### config.mk
export PLATFORM = sky130hd
export DESIGN_NAME = raster_frame_scheduler
export DESIGN_NICKNAME = d
export VERILOG_FILES = /design/src/rtl/raster_sched_pkg.sv /design/src/rtl/inflight_credit.sv /design/src/rtl/raster_frame_scheduler.sv
export SDC_FILE = /design/constraint.sdc
export NUM_CORES = 1
export LEC_CHECK = 0
export ABC_AREA = 0
export BUFFER_PORTS_ARGS = -buffer_cell sky130_fd_sc_hd__buf_4
export CORE_MARGIN = 3
export CORE_UTILIZATION = 30
export DETAILED_ROUTE_END_ITERATION = 6
export GPL_TIMING_DRIVEN = 0
export PLACE_DENSITY = 0.49
export SLEW_MARGIN = 5
export SYNTH_ARGS = -nofsm -noshare
export SYNTH_HDL_FRONTEND = slang
export SYNTH_SLANG_ARGS = --single-unit
### constraint.sdc
create_clock -name clk -period 2.77 [get_ports clk]
set_input_delay 0.4155 -clock clk [delete_from_list [all_inputs] [get_ports clk]]
set_output_delay 0.4155 -clock clk [all_outputs]
set_load 0.1 [all_outputs]
### src/rtl/raster_sched_pkg.sv
// Shared types and constants for the raster frame scheduler.
//   sched_state_t    : per-frame sequencer states
//   DEF_MAX_INFLIGHT : default triangle credit depth of the transform chain
package raster_sched_pkg;

  localparam int DEF_MAX_INFLIGHT = 16;

  typedef enum logic [2:0] {
    S_IDLE,
    S_SELECT,
    S_START,
    S_DRAW,
    S_DRAIN,
    S_DONE
  } sched_state_t;

endpackage

### src/rtl/inflight_credit.sv
// Saturating up/down triangle credit counter.
//   issue      : triangle entered the model_world stage
//   retire     : triangle left the world_camera stage
//   inflight   : registered count of triangles in the chain
//   stall      : count is at MAX_INFLIGHT (decoded from the register)
//   credit_err : sticky; issue at full or retire at empty (reset-only clear)
module inflight_credit
  import raster_sched_pkg::*;
#(
  parameter int MAX_INFLIGHT = DEF_MAX_INFLIGHT,
  parameter int CW           = $clog2(MAX_INFLIGHT + 1)
) (
  input  logic          clk,
  input  logic          rst,
  input  logic          issue,
  input  logic          retire,
  output logic [CW-1:0] inflight,
  output logic          stall,
  output logic          credit_err
);

  localparam logic [CW-1:0] FULL = CW'(MAX_INFLIGHT);

  always_ff @(posedge clk or negedge rst) begin
    if (!rst) begin
      inflight   <= '0;
      credit_err <= 1'b0;
    end else begin
      // issue+retire together cancel out, even at the limits
      unique case ({issue, retire})
        2'b10: if (inflight == FULL) credit_err <= 1'b1;
               else                  inflight   <= inflight + CW'(1);
        2'b01: if (inflight == '0)   credit_err <= 1'b1;
               else                  inflight   <= inflight - CW'(1);
        default: ;
      endcase
    end
  end

  assign stall = (inflight == FULL);

endmodule

### src/rtl/raster_frame_scheduler.sv
// Per-frame raster sequencer: on each accepted frame tick walks the instance
// table (select -> wait memory latency -> start walker -> wait done), then
// drains the transform chain before pulsing frame_done.
//   clk, rst (async, active-low)
//   initial_load_done, frame_tick, inst_count : frame start control
//   inst_id_rd, inst_start, inst_done         : raster memory / walker handshake
//   tri_issued, tri_retired, stall            : transform chain credit metering
//   frame_busy, frame_done, frame_overrun,
//   credit_err, frame_count                   : status
module raster_frame_scheduler
  import raster_sched_pkg::*;
#(
  parameter int MAX_INST     = 256,
  parameter int INST_W       = $clog2(MAX_INST),
  parameter int MAX_INFLIGHT = DEF_MAX_INFLIGHT,
  parameter int MEM_LAT      = 2
) (
  input  logic              clk,
  input  logic              rst,
  input  logic              initial_load_done,
  input  logic              frame_tick,
  input  logic [INST_W:0]   inst_count,
  output logic [INST_W-1:0] inst_id_rd,
  output logic              inst_start,
  input  logic              inst_done,
  input  logic              tri_issued,
  input  logic              tri_retired,
  output logic              stall,
  output logic              frame_busy,
  output logic              frame_done,
  output logic              frame_overrun,
  output logic              credit_err,
  output logic [15:0]       frame_count
);

  localparam int CW = $clog2(MAX_INFLIGHT + 1);
  localparam int LW = (MEM_LAT > 1) ? $clog2(MEM_LAT) : 1;

  sched_state_t      state;
  logic [INST_W:0]   cnt_q;
  logic [INST_W-1:0] idx;
  logic [LW-1:0]     lat_cnt;
  logic [INST_W:0]   idx_nxt;
  logic [CW-1:0]     inflight;

  // one bit wider than idx so idx+1 == cnt_q == MAX_INST compares correctly
  assign idx_nxt    = {1'b0, idx} + {{INST_W{1'b0}}, 1'b1};
  assign inst_id_rd = idx;
  assign frame_busy = (state != S_IDLE);

  always_ff @(posedge clk or negedge rst) begin
    if (!rst) begin
      state         <= S_IDLE;
      cnt_q         <= '0;
      idx           <= '0;
      lat_cnt       <= '0;
      inst_start    <= 1'b0;
      frame_done    <= 1'b0;
      frame_overrun <= 1'b0;
      frame_count   <= '0;
    end else begin
      inst_start    <= 1'b0;
      frame_done    <= 1'b0;
      frame_overrun <= frame_tick && (state != S_IDLE);
      unique case (state)
        S_IDLE: begin
          // ticks before the scene is loaded are silently dropped
          if (frame_tick && initial_load_done) begin
            cnt_q   <= inst_count;
            idx     <= '0;
            lat_cnt <= '0;
            state   <= (inst_count != '0) ? S_SELECT : S_DRAIN;
          end
        end
        S_SELECT: begin
          // hold the select for MEM_LAT cycles so memory outputs are valid
          if (lat_cnt == LW'(MEM_LAT - 1)) begin
            state      <= S_START;
            inst_start <= 1'b1;
          end else begin
            lat_cnt <= lat_cnt + LW'(1);
          end
        end
        S_START: state <= S_DRAW;
        S_DRAW: begin
          if (inst_done) begin
            lat_cnt <= '0;
            if (idx_nxt < cnt_q) begin
              idx   <= idx_nxt[INST_W-1:0];
              state <= S_SELECT;
            end else begin
              state <= S_DRAIN;
            end
          end
        end
        S_DRAIN: begin
          if (inflight == '0) begin
            state       <= S_DONE;
            frame_done  <= 1'b1;
            frame_count <= frame_count + 16'd1;
          end
        end
        S_DONE:  state <= S_IDLE;
        default: state <= S_IDLE;
      endcase
    end
  end

  inflight_credit #(
    .MAX_INFLIGHT(MAX_INFLIGHT),
    .CW          (CW)
  ) u_credit (
    .clk       (clk),
    .rst       (rst),
    .issue     (tri_issued),
    .retire    (tri_retired),
    .inflight  (inflight),
    .stall     (stall),
    .credit_err(credit_err)
  );

endmodule
; ---- Yosys cells after proc, flatten, opt, wreduce, memory -nomap -nowiden
; Index checks and enable logic that the tools add are counted.
[totals]
register_bits = 46
wordCells = 73
in_bits = 16
output_inout_bits = 30
[classes]
eq_ne = 16
order_cmp = 1
mux = 25
add_sub_neg = 5
reduce_logical = 16
[op_table]
columns = cell, n
row1 = $mux 8, 3
row2 = $mux 3, 6
row3 = $ne 2x2->1 const B, 9
row4 = $add 16x1->16 const B, 1
row5 = $pmux 8 s2, 1
row6 = $pmux 3 s5, 1
row7 = $mux 5, 2
row8 = $pmux 5 s2, 1
row9 = $add 8x1->9 const B, 1
row10 = $lt 9x9->1, 1
row11 = $mux 1, 9
row12 = $reduce_and 3->1, 3
row13 = $reduce_bool 9->1, 1
row14 = $reduce_and 4->1, 2
row15 = $eq 3x2->1 const B, 2
row16 = $reduce_bool 3->1, 2
row17 = $add 5x1->5 const B, 1
row18 = $eq 5x5->1 const B, 1
row19 = $logic_not 5->1, 1
row20 = $sub 5x1->5 const B, 1
row21 = $reduce_and 2->1, 2
row22 = $reduce_bool 2->1, 2
row23 = $eq 3x1->1 const B, 1
row24 = $eq 3x3->1 const B, 1
row25 = 7 further kinds, 8

; ---- Depth between registers and ports, before layout
; Gate-level depths: netlist of the first run.
[logic_depth]
ltp_word = 5
depth_mapped = 11
depth_no_buf = 11

; ---- Modules after synthesis
; From an unflattened synthesis of the first run, not the netlist that was laid out.
[hier_totals]
hier_cells = 270
area_unflattened_um2 = 2716.4
[by_module_without_submodules]
columns = mod, seq_area_each_um2, cells_each, area_each_um2, instances
row1 = raster_frame_scheduler, 1001.0, 205, 2178.3, 1
row2 = inflight_credit, 150.1, 65, 538.0, 1

; ---- Worst setup path before layout of the first run
; OpenSTA, ideal clock, no wires.
[synth_timing]
path_type = register -> register
startpoint = register idx[2], in the netlist inst_id_rd[2]
endpoint = register state[0]
stages_incl_launch_ff = 11
path_slack_ps = -668
setup_ps = 131
required_ps = 2639
arrival_ps = 3307
n_path_buf = 0
period_less_slack_ps = 3438
cell_sequence = dfrtp_1 > nand3_1 > or2_2 > nor2_1 > xor2_1 > ha_1 > nand2_1 > a211o_1 > o211ai_1 > nor2_1 > or3_1
[synth_between]
elab_chain_len = 5
[synth_lines]
columns = element, line
row1 = from (decl), raster_frame_scheduler.sv:41  ; logic [INST_W-1:0] idx;
row2 = from (signal assigned), raster_frame_scheduler.sv:89  ; idx <= idx_nxt[INST_W-1:0];
row3 = $add 8x1->9, raster_frame_scheduler.sv:47  ; assign idx_nxt = {1'b0, idx} + {{INST_W{1'b0}}, 1'b1};
row4 = $lt 9x9->1, raster_frame_scheduler.sv:88  ; if (idx_nxt < cnt_q) begin
row5 = $mux 3, raster_frame_scheduler.sv:88
row6 = $mux 3, raster_frame_scheduler.sv:86  ; if (inst_done) begin
row7 = $pmux 3 s5, raster_frame_scheduler.sv:65  ; unique case (state)
row8 = to (signal assigned), raster_frame_scheduler.sv:72  ; state <= (inst_count != '0) ? S_SELECT : S_DRAIN;
row9 = to (decl), raster_frame_scheduler.sv:39  ; sched_state_t state;
; Every way passes these cells. The select of a mux whose other input is x is not followed.
; A chain may end at the register's enable or synchronous reset.

; ---- Worst setup path in the final report of the first run
[layout_timing]
startpoint = register idx[0], in the netlist inst_id_rd[0]
endpoint = register idx[5], in the netlist inst_id_rd[5]
[layout_between]
elab_chain_len = 4
elab_cells_between_ends = 7
classes_between = 1 x add/sub / 1 x order compare / 1 x eq/ne / 3 x mux / 1 x reduce/logical
[layout_lines]
columns = element, line
row1 = $add 8x1->9 *, raster_frame_scheduler.sv:47
row2 = $lt 9x9->1 / $mux 8 (equally long branches), raster_frame_scheduler.sv:88
row3 = $ne 2x2->1 (no line) / $mux 8 (equally long branches), -
row4 = $reduce_and 4->1 (no line) / $pmux 8 s2 (equally long branches), -
; Mark *: on every way between the ends. The rest lies on a longest branch, timed or not. The select of a mux whose other input is x is not followed.

==> results.ini, run 1 <==
[outcome]
run_status = finished clean

[synth]
synth_area_sq_um = 2520
ys_ff_latch = 46
synth_top_flop_cell = dfrtp_1
synth-async-reset-ratio_pct = 100.0
avgSynthCellArea_sq_um = 9.921
synth_fp_nets = 286
synth_edf_count = 0
yosysSeqAreaShare_pct = 45.68
synth_cell_type_count = 42
syn-instance-count = 254
yosys_warnings = 0

[clocking]
cts_tree = yes
ctsLongestPathBuffers = 2
clkSlewWorstSetupHoldPaths_ps = 100
clock_latency_ps = 310
cts_root_buffer = clkbuf_8
clock_sinks = 46
htreeDepth = 2
cts_buffers = 5

[worst_setup_path]
critPathCaptureType = register
slowest_stage = dfrtp_4
path_class = register to register
max_stage_delay_ps = 480
worst_ep_arrival_time_ps = 2870
crit_buf_inv = 1
cp_common_cell = nand3_4
critPathMaxFanout = 8
crit_family = compound AO/OA/AOI/OAI gates
worstPathRequired_ps = 2960
startpoint_type = register
worstPathCellList = ha_4 -> nand3_4 -> inv_2 -> nand3_4 -> xnor2_2 -> ha_1 -> a21oi_1 -> o21a_1 -> o211ai_1 -> a21o_2 -> a221o_1

[pwr]
clockPowerShare_pct = 14.6
p_switching_mw = 1.457
netSwitchingFraction_pct = 47.65
comb_power_share_pct = 51.0
seqPwrFrac_pct = 34.4
p_leak_nw = 1.561
finalPower_mw = 3.058
power_density_nw_per_um2 = 944.0
intPower_mw = 1.601
ir_worst_vdd_v = 0.0005977

[layout]
ff_latch_area_sq_um = 1172
final_nets = 345
syn2layout_area_growth_pct = 28.55
n_antenna_cell = 0
final_layout_size_suffix_gt1_share_pct = 28.03
fin_util_pct = 40.86
nFillCells = 803
multi_input_area_sq_um = 1361

[drt]
post-route-drc-count = 0
drt-wirelength-per-cell_microns = 13.66
detail_route.iter0.violations = 49
via_per_inst = 4.673
drtAntennaViolNets = 0
dr.pass1.iters = 4
wirelength_microns = 5681
vias = 1944

[grt]
grt_overflow_total = 0
grt_max_degree = 47
grt_pass1_wl_microns = 9328
antenna_found_initial = 0
grt_usage_pct = 11.97
grt_pass1_vias = 1832

[timing]
rsz0062_at_grt = true
maxSlewHeadroom_pct = 58.82
finalCriticalPeriod_ps = 2677
finClkSkew_ps = 9.458
hold_viol = 0
setup_violations = 0
slew_viol_final = 0
fin_crit_sh_pct = 96.64
max_freq_mhz = 373.6
worst_slew_pin_slew_ps = 617.8

[job]
drv_cap = 0

[placement]
gp_congestion = 0.7537
dp_hpwl_microns = 4070
numPortBuffers = 45

[die]
die_h_microns = 97.65
die_area_sq_um = 9536
rows = 32
io_pins = 46
core_area_sq_um = 7928
initial_utilization_pct = 31.79
die_w_microns = 97.65

[min_path]
worstHoldPathType = input pin to async pin

[layer usage]
layer | part of all wire (%) | wire length (microns) | global-route usage (%)
met2 | 44 | 2501 | 17.08
met3 | 3.4 | 195 | 2.872
met4 | 1.2 | 71 | 3.514
met1 | 51 | 2912 | 17.81
met5 | 0 | 0 | 0
[registers in the layout, summed over array words and instances (netlist names)]
register             flops
frame_done               1
frame_overrun            1
frame_count             16
cnt_q                    9
state                    3
inst_start               1
u_credit.inflight        5
inst_id_rd               8
u_credit.credit_err      1
lat_cnt                  1
[cells in the mapped netlist (2+ instances only)]
cell	count	area, sq um
o21a_1	3	22.52
ha_1	15	187.7
a221o_1	4	40.04
clkbuf_1	3	11.26
xor2_1	12	105.1
or2_2	2	12.51
dfrtp_1	46	1151
and3_1	5	31.28
o21ai_0	17	85.08
nand4_2	2	25.02
inv_1	20	75.07
and2_1	4	25.02
a211o_1	2	17.52
or3_1	3	18.77
nor2_1	19	71.32
xnor2_1	13	113.9
nor4_1	4	25.02
nand2b_1	3	18.77
mux2_2	3	33.78
nor2b_1	3	18.77
nand3_1	9	45.04
nand2_1	26	97.59
a21o_1	7	52.55
a21oi_1	7	35.03
a211oi_1	3	22.52
a22o_1	2	17.52
nor3_1	2	10.01
[area by class of cell]
| class | count | area share [%] |
|---|---|---|
| multi-input combinational | 184 | 42.02 |
| sequential | 46 | 36.19 |
| timing repair buffer | 52 | 12.17 |
| tap | 102 | 3.940 |
| inverter | 20 | 2.317 |
| clock buffer | 5 | 2.124 |
| clock inverter | 3 | 0.7339 |
| buffer | 4 | 0.5021 |
[cell usage in the layout, fill, tap and decap left out, drive strengths merged, types with 2 or more instances in the layout]
cell and instances:
mux2 3, nand4 2, inv 21, ha 15, o21ai 18, a22o 2
a211oi 3, dfrtp 46, nor2 19, clkbuf 8, nand2b 3, o21a 3
and2 4, nor4 5, a21o 7, a221o 4, xnor2 13, a21oi 7
nand3 9, or3 3, nor2b 3, nand2 26, xor2 12, clkinvlp 2
or2 2, buf 53, and3 5, a211o 2, nor3 3
[final timing paths]
path	start	endpoint	slack, ps	depth (start not counted)
worst max register to register	inst_id_rd[0]$_DFFE_PN0P_	inst_id_rd[5]$_DFFE_PN0P_	90	11
worst min register to register	frame_count[15]$_DFFE_PN0P_	frame_count[15]$_DFFE_PN0P_	480	1
worst min-delay path	rst	inst_id_rd[2]$_DFFE_PN0P_	120	1
max in group asynchronous	rst	inst_id_rd[3]$_DFFE_PN0P_	2190	1
min in group clk	inst_done	state[1]$_DFFE_PN0P_	310	2
worst max-delay path	inst_id_rd[0]$_DFFE_PN0P_	inst_id_rd[5]$_DFFE_PN0P_	90	11
[cell families after synthesis]
family | share of synthesized area, %
muxes | 1.341
buffers and inverters | 3.624
adders and majority gates | 8.242
DFF | 45.68
xor gates and xnor gates | 8.689
AOI/OAI and AO/OA | 13.51
and+or+nand+nor | 18.92
[stage by stage]
| step | hold WS, ps | worst slack (ps) | instances | setup TNS, ps | instance area (sq um) |
|---|---|---|---|---|---|
| 6_report | 116.5 | 92.98 | 416 | 0 | 3239 |
| 4_1_cts | 138.2 | 19.35 | 409 | 0 | 3142 |
| 3_5_place_dp | 453.2 | 45.14 | 401 | 0 | 3049 |
| 2_1_floorplan | 119.9 | 5.265 | 254 | 0 | 2584 |
| 5_1_grt | 156.4 | -20.03 | 416 | -61.15 | 3239 |
| 3_3_place_gp | 450.7 | 51.25 | 401 | 0 | 3049 |
[repair_timing]
item / 4_1_cts / 5_1_grt
setup endpoints to repair: 0 / 9
setup buffers: 0 / 7
gates resized for setup: 0 / 9
hold buffers: 0 / 0
[power groups by stage]
stage / Sequential, mW / Clock (mW) / Combinational [mW]
5_1_grt: 1.08 / 0.490 / 1.70
3_3_place_gp: 1.07 / 0 / 1.47
6_report: 1.05 / 0.446 / 1.56
4_1_cts: 1.05 / 0.465 / 1.49
3_5_place_dp: 1.07 / 0 / 1.48
2_1_floorplan: 1.39 / 0 / 0.797
No activity file was read; power rests on OpenSTA's default activity.
==> run 2: changes to the inputs <==
- CORE_ASPECT_RATIO: not set -> 1.75
==> results.ini, run 2 (same netlist as run 1, synthesis figures left out) <==
[grt]
antenna_found_initial = 0  ; unchanged
grt_pass1_vias = 2086  ; +14%
grt_max_degree = 47  ; unchanged
grt_pass1_wl_microns = 10030  ; +7.5%
grt_overflow_total = 0  ; unchanged
grt_usage_pct = 13.40  ; +1.4 points

[worst_setup_path]
worstPathRequired_ps = 2950  ; about the same
slowest_stage = dfrtp_4
worstSetupStartpoint = inst_id_rd[0]$_DFFE_PN0P_
regToRegEndpoint = inst_id_rd[5]$_DFFE_PN0P_
path_class = register to register
worst_ep_arrival_time_ps = 2780  ; -90 ps
reg2reg_depth = 10  ; -1
critPathCaptureType = register
startpoint_type = register
r2r_setup_slack_ps = 160  ; +70 ps
worstPathCellList = ha_4 -> nand3_4 -> xnor2_1 -> ha_1 -> a211oi_2 -> o211a_1 -> o211ai_1 -> buf_4 -> a21o_2 -> a221o_1
worstReg2RegStart = inst_id_rd[0]$_DFFE_PN0P_
crit_buf_inv = 1  ; unchanged
crit_family = compound AO/OA/AOI/OAI gates
critPathMaxFanout = 8  ; unchanged
max_stage_delay_ps = 520  ; +40 ps

[job]
drv_cap = 0  ; unchanged

[die]
die_w_microns = 75.28  ; -23%
die_area_sq_um = 9579  ; +0.45%
die_h_microns = 127.2  ; +30%
io_pins = 46  ; unchanged
rows = 43  ; +34%
core_area_sq_um = 8070  ; +1.8%
initial_utilization_pct = 31.22  ; -0.56 points

[timing]
hold_viol = 0  ; unchanged
setup_violations = 0  ; unchanged
rsz0062_at_grt = false
maxSlewHeadroom_pct = 60.15  ; +1.3 points
worst_slew_pin_slew_ps = 597.7  ; -20.04 ps
tns_ps = 0  ; unchanged
fin_crit_sh_pct = 94.20  ; -2.4 points
slew_viol_final = 0  ; unchanged
holdWs_ps = 126.8  ; +10.31 ps
finalCriticalPeriod_ps = 2609  ; -67.67 ps
finClkSkew_ps = 2.745  ; -6.713 ps
max_freq_mhz = 383.2  ; +2.6%

[pwr]
power_density_nw_per_um2 = 981.5  ; +4.0%
ir_worst_vdd_v = 0.0007077  ; +18%
p_leak_nw = 1.615  ; +3.5%

[layout]
multi_input_area_sq_um = 1370  ; +0.64%
syn2layout_area_growth_pct = 31.88
largest_reg_flops = 16  ; unchanged
ff_latch_area_sq_um = 1172  ; unchanged
final_cell_mix = buf_4, dfrtp_1, nand2_1
final_layout_size_suffix_gt1_share_pct = 29.78  ; +1.8 points
nFillCells = 821  ; +2.2%
layout_commonest_cell = buf_4
final_nets = 350  ; +1.4%
n_antenna_cell = 0  ; unchanged
top_register = frame_count

[drt]
drt-wirelength-per-cell_microns = 14.09  ; +3.2%
post-route-drc-count = 0  ; unchanged
dr.pass1.iters = 4  ; unchanged
vias = 2029  ; +4.4%
wirelength_microns = 5764  ; +1.5%
via_per_inst = 4.961  ; +6.2%
drtAntennaViolNets = 0  ; unchanged
detail_route.iter0.violations = 101  ; +110%

[placement]
dp_hpwl_microns = 4370  ; +7.4%
gp_congestion = 0.7315  ; -2.9%
numPortBuffers = 45  ; unchanged

[clocking]
cts_buffers = 5  ; unchanged
clock_latency_ps = 290  ; -20 ps
clock_sinks = 46  ; unchanged
htreeDepth = 2  ; unchanged
cts.hold.buffers_added = 0  ; unchanged
clkSlewWorstSetupHoldPaths_ps = 70  ; -30 ps
cts_tree = yes
ctsLongestPathBuffers = 2  ; unchanged
cts_root_buffer = clkbuf_16

[outcome]
run_status = finished clean

[min_path]
worstHoldPathType = input pin to async pin

## run 2: routing by layer
metal	part of all wire, %	GRT usage (%)
met1	41	15.67
met2	54	23.33
met3	3.5	2.756
met4	1.9	4.943
met5	0	0
## run 2: timing repair
action,in CTS,in global routing
resized for setup,0,11
buffers inserted,0,12
setup endpoints to repair,0,9
## run 2: worst max path at each step
stage,endpoint,depth (start not counted),slack (ps)
after floorplan,state[0]$_DFFE_PN0P_,11,5
final,inst_id_rd[5]$_DFFE_PN0P_,10,160
after global placement,state[0]$_DFFE_PN0P_,11,40
after detailed placement,state[0]$_DFFE_PN0P_,10,40
after global routing,inst_id_rd[5]$_DFFE_PN0P_,12,20
after CTS,state[0]$_DFFE_PN0P_,10,30
## run 2: power by group
group          switching [mW]  internal, mW
logic                    1.01         0.584
clock network           0.273         0.335
registers               0.182         0.873
total                    1.47          1.79
## run 2: layout make-up
type / instances / area share (%)
flip-flops and latches: 46 / 35.28
clock inverters: 3 / 0.6401
multi-input cells: 184 / 41.23
inverters: 20 / 2.334
clock buffers: 5 / 3.765
repair buffers: 57 / 12.88
well taps: 90 / 3.389
plain buffers: 4 / 0.4895
## run 2: per-stage QoR
step	cell area (sq um)	cells	total power, mW	setup WS, ps	utilization, %
4_1_cts	3181	397	3.187	27.74	39.41
5_1_grt	3323	409	3.530	18.01	41.18
6_report	3323	409	3.262	160.7	41.18
3_3_place_gp	3034	389	2.548	44.11	37.60
3_5_place_dp	3034	389	2.559	43.44	37.60
2_1_floorplan	2584	254	2.191	5.265	-
## run 2: worst reg2reg max path: cells and delay by family (launching register included)
family	cells	cell delay (ps)
and+or+nand+nor	1	100
adders and majority gates	2	470
buffers and inverters	1	180
AOI/OAI and AO/OA	5	1090
DFF	1	520
xor gates and xnor gates	1	130
